==> config.mk <==
export PLATFORM = sky130hd
export DESIGN_NAME = multicycle_main_control
export DESIGN_NICKNAME = d
export VERILOG_FILES = /design/src/rtl/multicycle_main_control.sv
export SDC_FILE = /design/constraint.sdc
export NUM_CORES = 1
export LEC_CHECK = 0
export BUFFER_PORTS_ARGS = -buffer_cell sky130_fd_sc_hd__buf_2
export CORE_MARGIN = 2
export CORE_UTILIZATION = 25
export DETAILED_ROUTE_END_ITERATION = 8
export GPL_ROUTABILITY_DRIVEN = 0
export GPL_TIMING_DRIVEN = 0
export HOLD_SLACK_MARGIN = 0.15
export PLACE_DENSITY = 0.51
export SYNTH_ARGS = -nofsm -noshare
export SYNTH_HDL_FRONTEND = slang
export SYNTH_SLANG_ARGS = --single-unit
==> constraint.sdc <==
create_clock -name clk -period 3.04 [get_ports clk]
set_clock_uncertainty 0.2 [all_clocks]
set_input_delay 0.456 -clock clk [delete_from_list [all_inputs] [get_ports clk]]
set_output_delay 0.456 -clock clk [all_outputs]
set_load 0.05 [all_outputs]
==> src/rtl/multicycle_main_control.sv <==
// Main control FSM for the multicycle MIPS datapath (R-type, lw, sw, beq, j, bltz, nori, balrz).
// Moore outputs are registered alongside the state; condition-dependent enables are resolved combinationally.
module multicycle_main_control #(
  parameter logic [5:0] OP_BLTZ     = 6'b000001,
  parameter logic [5:0] OP_NORI     = 6'b010011,
  parameter logic [5:0] FUNCT_BALRZ = 6'b010110
) (
  input  logic       clk,
  input  logic       rst_n,
  input  logic [5:0] opcode,
  input  logic [5:0] funct,
  input  logic       zero,
  input  logic       neg,
  input  logic       rs_zero,
  output logic       aluop1,
  output logic       aluop0,
  output logic       alusrca,
  output logic [1:0] alusrcb,
  output logic       iord,
  output logic       memread,
  output logic       memwrite,
  output logic       irwrite,
  output logic       regwrite,
  output logic       regdst,
  output logic [1:0] memtoreg,
  output logic [1:0] pcsource,
  output logic       pc_en,
  output logic       illegal_op,
  output logic [3:0] state
);

  typedef enum logic [3:0] {
    S_IDLE   = 4'd0,
    S_FETCH  = 4'd1,
    S_DECODE = 4'd2,
    S_MEMADR = 4'd3,
    S_MEMRD  = 4'd4,
    S_MEMWB  = 4'd5,
    S_MEMWR  = 4'd6,
    S_REXEC  = 4'd7,
    S_RWB    = 4'd8,
    S_BEQ    = 4'd9,
    S_BLTZ   = 4'd10,
    S_JUMP   = 4'd11,
    S_NORIEX = 4'd12,
    S_NORIWB = 4'd13,
    S_BALRZ  = 4'd14,
    S_UNUSED = 4'd15
  } state_t;

  typedef struct packed {
    logic [1:0] aluop;
    logic       alusrca;
    logic [1:0] alusrcb;
    logic       iord;
    logic       memread;
    logic       memwrite;
    logic       irwrite;
    logic       regwrite;
    logic       regdst;
    logic [1:0] memtoreg;
    logic [1:0] pcsource;
    logic       pc_en;
  } ctrl_t;

  localparam logic [5:0] OP_RTYPE = 6'b000000;
  localparam logic [5:0] OP_LW    = 6'b100011;
  localparam logic [5:0] OP_SW    = 6'b101011;
  localparam logic [5:0] OP_BEQ   = 6'b000100;
  localparam logic [5:0] OP_J     = 6'b000010;

  state_t state_q, state_d;
  ctrl_t  ctrl_q, ctrl_d;
  logic   decode_illegal;
  logic   pc_en_cond;
  logic   regwrite_cond;

  always_comb begin
    state_d        = S_FETCH;
    decode_illegal = 1'b0;
    case (state_q)
      S_IDLE:   state_d = S_FETCH;
      S_FETCH:  state_d = S_DECODE;
      S_DECODE: begin
        if (opcode == OP_RTYPE) begin
          state_d = (funct == FUNCT_BALRZ) ? S_BALRZ : S_REXEC;
        end else if (opcode == OP_LW || opcode == OP_SW) begin
          state_d = S_MEMADR;
        end else if (opcode == OP_BEQ) begin
          state_d = S_BEQ;
        end else if (opcode == OP_BLTZ) begin
          state_d = S_BLTZ;
        end else if (opcode == OP_J) begin
          state_d = S_JUMP;
        end else if (opcode == OP_NORI) begin
          state_d = S_NORIEX;
        end else begin
          decode_illegal = 1'b1;
          state_d        = S_FETCH;
        end
      end
      S_MEMADR: state_d = (opcode == OP_SW) ? S_MEMWR : S_MEMRD;
      S_MEMRD:  state_d = S_MEMWB;
      S_REXEC:  state_d = S_RWB;
      S_NORIEX: state_d = S_NORIWB;
      default:  state_d = S_FETCH;
    endcase
  end

  // Decode the Moore outputs of the state being entered so they line up with state_q.
  always_comb begin
    ctrl_d = '0;
    case (state_d)
      S_FETCH: begin
        ctrl_d.memread = 1'b1;
        ctrl_d.irwrite = 1'b1;
        ctrl_d.alusrcb = 2'b01;
        ctrl_d.pc_en   = 1'b1;
      end
      S_DECODE: ctrl_d.alusrcb = 2'b11;
      S_MEMADR: begin
        ctrl_d.alusrca = 1'b1;
        ctrl_d.alusrcb = 2'b10;
      end
      S_MEMRD: begin
        ctrl_d.memread = 1'b1;
        ctrl_d.iord    = 1'b1;
      end
      S_MEMWB: begin
        ctrl_d.regwrite = 1'b1;
        ctrl_d.memtoreg = 2'b01;
      end
      S_MEMWR: begin
        ctrl_d.memwrite = 1'b1;
        ctrl_d.iord     = 1'b1;
      end
      S_REXEC: begin
        ctrl_d.alusrca = 1'b1;
        ctrl_d.aluop   = 2'b10;
      end
      S_RWB: begin
        ctrl_d.regwrite = 1'b1;
        ctrl_d.regdst   = 1'b1;
      end
      S_BEQ, S_BLTZ: begin
        ctrl_d.alusrca  = 1'b1;
        ctrl_d.aluop    = 2'b01;
        ctrl_d.pcsource = 2'b01;
      end
      S_JUMP: begin
        ctrl_d.pcsource = 2'b10;
        ctrl_d.pc_en    = 1'b1;
      end
      S_NORIEX: begin
        ctrl_d.alusrca = 1'b1;
        ctrl_d.alusrcb = 2'b10;
        ctrl_d.aluop   = 2'b11;
      end
      S_NORIWB: ctrl_d.regwrite = 1'b1;
      S_BALRZ: begin
        ctrl_d.regdst   = 1'b1;
        ctrl_d.memtoreg = 2'b10;
        ctrl_d.pcsource = 2'b11;
      end
      default: ctrl_d = '0;
    endcase
  end

  always_ff @(posedge clk) begin
    if (!rst_n) begin
      state_q <= S_IDLE;
      ctrl_q  <= '0;
    end else begin
      state_q <= state_d;
      ctrl_q  <= ctrl_d;
    end
  end

  // Branch and balrz enables follow the current-cycle condition inputs.
  assign pc_en_cond    = ((state_q == S_BEQ)   && zero) ||
                         ((state_q == S_BLTZ)  && neg)  ||
                         ((state_q == S_BALRZ) && rs_zero);
  assign regwrite_cond = (state_q == S_BALRZ) && rs_zero;

  assign aluop1     = ctrl_q.aluop[1];
  assign aluop0     = ctrl_q.aluop[0];
  assign alusrca    = ctrl_q.alusrca;
  assign alusrcb    = ctrl_q.alusrcb;
  assign iord       = ctrl_q.iord;
  assign regdst     = ctrl_q.regdst;
  assign memtoreg   = ctrl_q.memtoreg;
  assign pcsource   = ctrl_q.pcsource;
  assign memread    = rst_n && ctrl_q.memread;
  assign memwrite   = rst_n && ctrl_q.memwrite;
  assign irwrite    = rst_n && ctrl_q.irwrite;
  assign regwrite   = rst_n && (ctrl_q.regwrite || regwrite_cond);
  assign pc_en      = rst_n && (ctrl_q.pc_en || pc_en_cond);
  assign illegal_op = rst_n && decode_illegal;
  assign state      = state_q;

endmodule
==> Word level (Yosys, flattened, before mapping) <==
Cells that the tools add are included.
{ "op_classes": {"n_eq_ne": 30, "mux": 28, "reduce_logical": 23} }
{ "op_table": {"columns": ["cell", "count"], "rows": [
  ["$eq A4 B4 Y1 const B", 11],
  ["$mux W4", 7],
  ["$eq A4 B3 Y1 const B", 6],
  ["$pmux W4 S6", 1],
  ["$pmux W2 S3", 3],
  ["$eq A4 B2 Y1 const B", 4],
  ["$mux W1", 15],
  ["$eq A6 B5 Y1 const B", 2],
  ["$eq A6 B6 Y1 const B", 2],
  ["$reduce_or A2 Y1", 6],
  ["$logic_and A1 B1 Y1", 9],
  ["$eq A4 B1 Y1 const B", 2],
  ["$eq A6 B1 Y1 const B", 1],
  ["$eq A6 B2 Y1 const B", 1],
  ["$eq A6 B3 Y1 const B", 1],
  ["$logic_not A6 Y1", 1],
  ["$logic_or A1 B1 Y1", 5],
  ["$reduce_or A5 Y1", 1],
  ["$pmux W2 S2", 1],
  ["$reduce_or A3 Y1", 1],
  ["$mux W2", 1]
]} }
{ "word_totals": {"reg_bits": 20, "in_bits": 17, "out_inout_bits": 21} }

==> Depth between registers and ports, before layout <==
{ "depth": {"depth_word": 11, "mapped_depth": 9, "mapped_depth_nobuf": 7} }

==> Worst setup path after synthesis <==
OpenSTA, ideal clock, no wires.
{ "synth_timing": {"path_type": "reg2reg", "start": "register state_q[0], in the netlist state[0]", "end": "register ctrl_q, in the netlist alusrca", "arrival_ns": 2.198, "t_required_ns": 2.770, "path_slack_ns": 0.572, "stages_incl_launch_ff": 9, "synth_period_minus_slack_ns": 2.468, "path_cell_list": "dfxtp_1 > nand2b_2 > and3b_1 > o31a_1 > buf_2 > or2_2 > mux2i_1 > nand2_1 > a21boi_1"} }
{ "synth_between": {"elab_chain_cells": 5, "elab_cells_between_ends": 14, "classes_between": "11 x eq/ne; 2 x mux; 1 x reduce/logical"} }
{ "synth_lines": {"columns": ["element", "line", "source"], "rows": [
  ["start, declared", "72", "state_t state_q, state_d;"],
  ["start signal, assigned", "174", "state_q <= state_d;"],
  ["$eq A4 B4 Y1 (tied with other cells)", "81", "case (state_q)"],
  ["$pmux W4 S6 *", "81", null],
  ["$eq A4 B4 Y1 (tied with other cells)", "113", "case (state_d)"],
  ["$reduce_or A5 Y1 (no line) *", null, null],
  ["$mux W1 *", "113", null],
  ["end signal, assigned", "175", "ctrl_q <= ctrl_d;"],
  ["end, declared", "73", "ctrl_t ctrl_q, ctrl_d;"]
]} }
Mark *: on every way between the ends. The rest lies on a longest branch, timed or not.
A chain may end at the register's enable or synchronous reset.

==> Final worst setup path <==
{ "layout_timing": {"start": "input opcode[5]", "end": "output illegal_op"} }
{ "layout_between": {"elab_chain_cells": 9, "elab_cells_between_ends": 16, "classes_between": "6 x eq/ne; 7 x mux; 3 x reduce/logical"} }
{ "layout_lines": {"columns": ["element", "line", "source"], "rows": [
  ["start, declared", "10", "input logic [5:0] opcode,"],
  ["$eq A6 B5 Y1", "95", "end else if (opcode == OP_NORI) begin"],
  ["$mux W1", "95", null],
  ["$mux W1", "93", "end else if (opcode == OP_J) begin"],
  ["$mux W1", "91", "end else if (opcode == OP_BLTZ) begin"],
  ["$mux W1", "89", "end else if (opcode == OP_BEQ) begin"],
  ["$mux W1", "87", "end else if (opcode == OP_LW || opcode == OP_SW) begin"],
  ["$mux W1 *", "85", "if (opcode == OP_RTYPE) begin"],
  ["$mux W1 *", "81", null],
  ["$logic_and A1 B1 Y1 *", "198", "assign illegal_op = rst_n && decode_illegal;"],
  ["end, declared", "28", "output logic illegal_op,"]
]} }
Marks and branches as above.

==> impl_metrics.yaml <==
status:
  status: "complete, no violations"
layout:
  antenna_cells: 0
  nNetsFinal: 190
  drive_above_1_share: 0.368
  syn_to_final_growth_pct: 24.8
logic_synthesis:
  synth_most_common_cell: "dfxtp_1"
  synth_adder_area_share: 0.00881
  synth-main-ff-cell: "dfxtp_1"
  async_reset_ff_frac: 0
  synth-compound-area-share: 0.153
  synth_cell_type_count: 48
  synthCells: 133
  synth_top_area_frac: 0.352
  synth_area_leaders: "dfxtp_1, buf_4, nor2_1, nand2_1, and3_1"
  synth-xor-area-share: 0.0231
  avgSynthCellArea_um2: 8.54
  mappedNetlistArea_um2: 1140
  synth_top_family_by_area: "simple AND/OR/NAND/NOR gates"
  synth_top_cell_by_area: "dfxtp_1"
  synth_edf_count: 0
  synthMuxAreaShare: 0.0176
  synth.ff_latch_count: 20
  yosys.area_share.simple: 0.345
  synthesis.nets: 150
  seq_area_frac_synth: 0.352
  synthesis.yosys.warnings: 0
  synthTopCellsByCount: "dfxtp_1, nor2_1, nand2_1"
floorplanning:
  core_area_um2: 4350
  num_rows: 24
  initial_utilization: 0.261
  dieArea_um2: 5100
  die_h_um: 71.4
  ios: 38
  die_w_um: 71.4
power:
  p_sw_w: 0.000225
  vdd_drop_max_uv: 182
  leakage_nw: 0.659
  swShare: 0.336
  power_per_cell_area_nw_per_um2: 473
  combPwrFrac: 0.321
  seqPwrFrac: 0.430
  p_clk_frac: 0.249
  internal_power_w: 0.000445
clocking:
  cts_resized: 0
  cts_hold_buffers: 0
  clkLatencyLatePin_ns: 0.25
  cts_tree: "yes"
  cts.sinks: 20
  cts_setup_buffers: 0
  cts_buffers: 3
  clk_path_buf_depth: 2
  clk_pin_slew_ns: 0.07
  htreeDepth: 1
  cts-root-buf: "clkbuf_8"
global_routing:
  antenna_found_initial: 0
  grt_pass1_wl_um: 4040
  track_usage: 0.0970
  grt_max_degree: 11
  grt_pass1_vias: 920
  grt_overflow_total: 0
critical_path:
  crit_path_end: "illegal_op"
  critPathSlowestCell: "or4_4"
  critPathMaxFanout: 5
  critPathRequiredTime_ns: 2.38
  crit_path_cell_trace: "buf_2 > or4_4 > a211o_2 > and4_1 > buf_2"
  end_kind: "output port"
  crit_arrival_ns: 1.85
  r2r_slack_ns: 0.67
  r2r-end: "alusrca"
  r2r.worst_path.cells: 8
  cp_common_cell: "buf_2"
  path_class: "primary input to output port"
  worstSetupStartpoint: "opcode[5]"
  cp-start-kind: "primary input"
  r2r_start: "state[0]"
  slowest_delay_ns: 0.56
route:
  first_pass_iters: 4
  drc_errors: 0
  vias: 1026
  drt-total-wl_um: 2400
  wl_met2_um: 1130
  dr.first_iter.drc_count: 34
  routedLengthMet1_um: 1150
  wl_per_cell_um: 10.8
  avgViaCountPerCell: 4.60
  wl_met3_um: 112
  drtAntennaViolNets: 0
  routed.top_layer: "met3"
sta:
  post-route-min-period_ns: 2.50
  hold_viol: 0
  finalSetupViolCount: 0
  holdWs_ns: 0.308
  max_freq_mhz: 400
  rsz0062_at_grt: "false"
  relSlewSlack: 0.668
  finalMaxSlewViolations: 0
  worst_pin_slew_ns: 0.497
  tns_ns: 0
  period_share: 0.823
job:
  maxCapViolations: 0
placement:
  dp_hpwl_um: 1880
  portBuffers: 35
min_path:
  min_path_type: "primary input to flip-flop"
## per-stage QoR
step	util	area, um^2	power (W)	worst slack, ns	std cells
after CTS	0.326	1420	0.000680	0.533	223
after floorplan	-	1140	0.000460	0.572	133
after global routing	0.326	1420	0.000708	0.372	223
after detailed placement	0.316	1380	0.000510	0.399	220
after global placement	0.316	1380	0.000511	0.365	220
final	0.326	1420	0.000671	0.537	223
## layout by cell type (no fill, tap or decap), types with 3 or more instances in the layout
cell type and n:
a21oi_1 6, and2_1 4, and3_1 5, buf_2 39
buf_4 7, clkbuf_8 3, dfxtp_1 20, inv_1 5
nand2_1 9, nand2b_1 5, nor2_1 13, nor3_1 4
o21ai_0 4
## final cells by class
| class | count | area, um^2 |
|---|---|---|
| plain buffers | 14 | 91.3 |
| clock buffers | 3 | 41.3 |
| fillers | 471 | 2940 |
| inverters | 6 | 22.5 |
| multi-input cells | 93 | 622 |
| flip-flops and latches | 20 | 400 |
| well taps | 52 | 65.1 |
| repair buffers | 35 | 175 |
## state kept, by name, summed over array words and instances (netlist names)
signal    flops
aluop0        1
aluop1        1
alusrca       1
alusrcb       2
ctrl_q        5
iord          1
memtoreg      2
pcsource      2
regdst        1
state         4
## per-layer routing
metal	global-route usage	vias to the layer above
li1	-	533
met1	0.126	476
met2	0.157	17
met3	0.0295	0
met4	0.0252	0
met5	0	-
## worst min path at each step
stage,start,endpoint,depth (start not counted)
CTS,rst_n,state[0],2
detailed placement,rst_n,state[0],2
global route,rst_n,state[0],2
floorplan,rst_n,state[0],1
global placement,rst_n,state[0],2
finish,rst_n,state[0],2
## kinds of logic (layout without fill, tap and decap cells)
| group | after synthesis | count (layout) |
|---|---|---|
| AOI/OAI and AO/OA | 22 | 22 |
| xor gates and xnor gates | 3 | 3 |
| muxes | 2 | 2 |
| buffers and inverters | 20 | 58 |
| and+or+nand+nor | 65 | 65 |
| DFF | 20 | 20 |
| adders and majority gates | 1 | 1 |
## worst max-delay path: cells and delay by family
family	cells	cell delay, ns
buf+inv	2	0.33
simple gates	2	0.75
compound gates	1	0.31
## power by group through the flow
stage / clock, W / sequential [W] / combinational, W
2_1_floorplan: 0 / 0.000312 / 0.000148
3_3_place_gp: 0 / 0.000294 / 0.000217
3_5_place_dp: 0 / 0.000294 / 0.000215
4_1_cts: 0.000174 / 0.000288 / 0.000217
5_1_grt: 0.000184 / 0.000291 / 0.000233
6_report: 0.000167 / 0.000288 / 0.000216
Power figures use the tool's default switching activity.
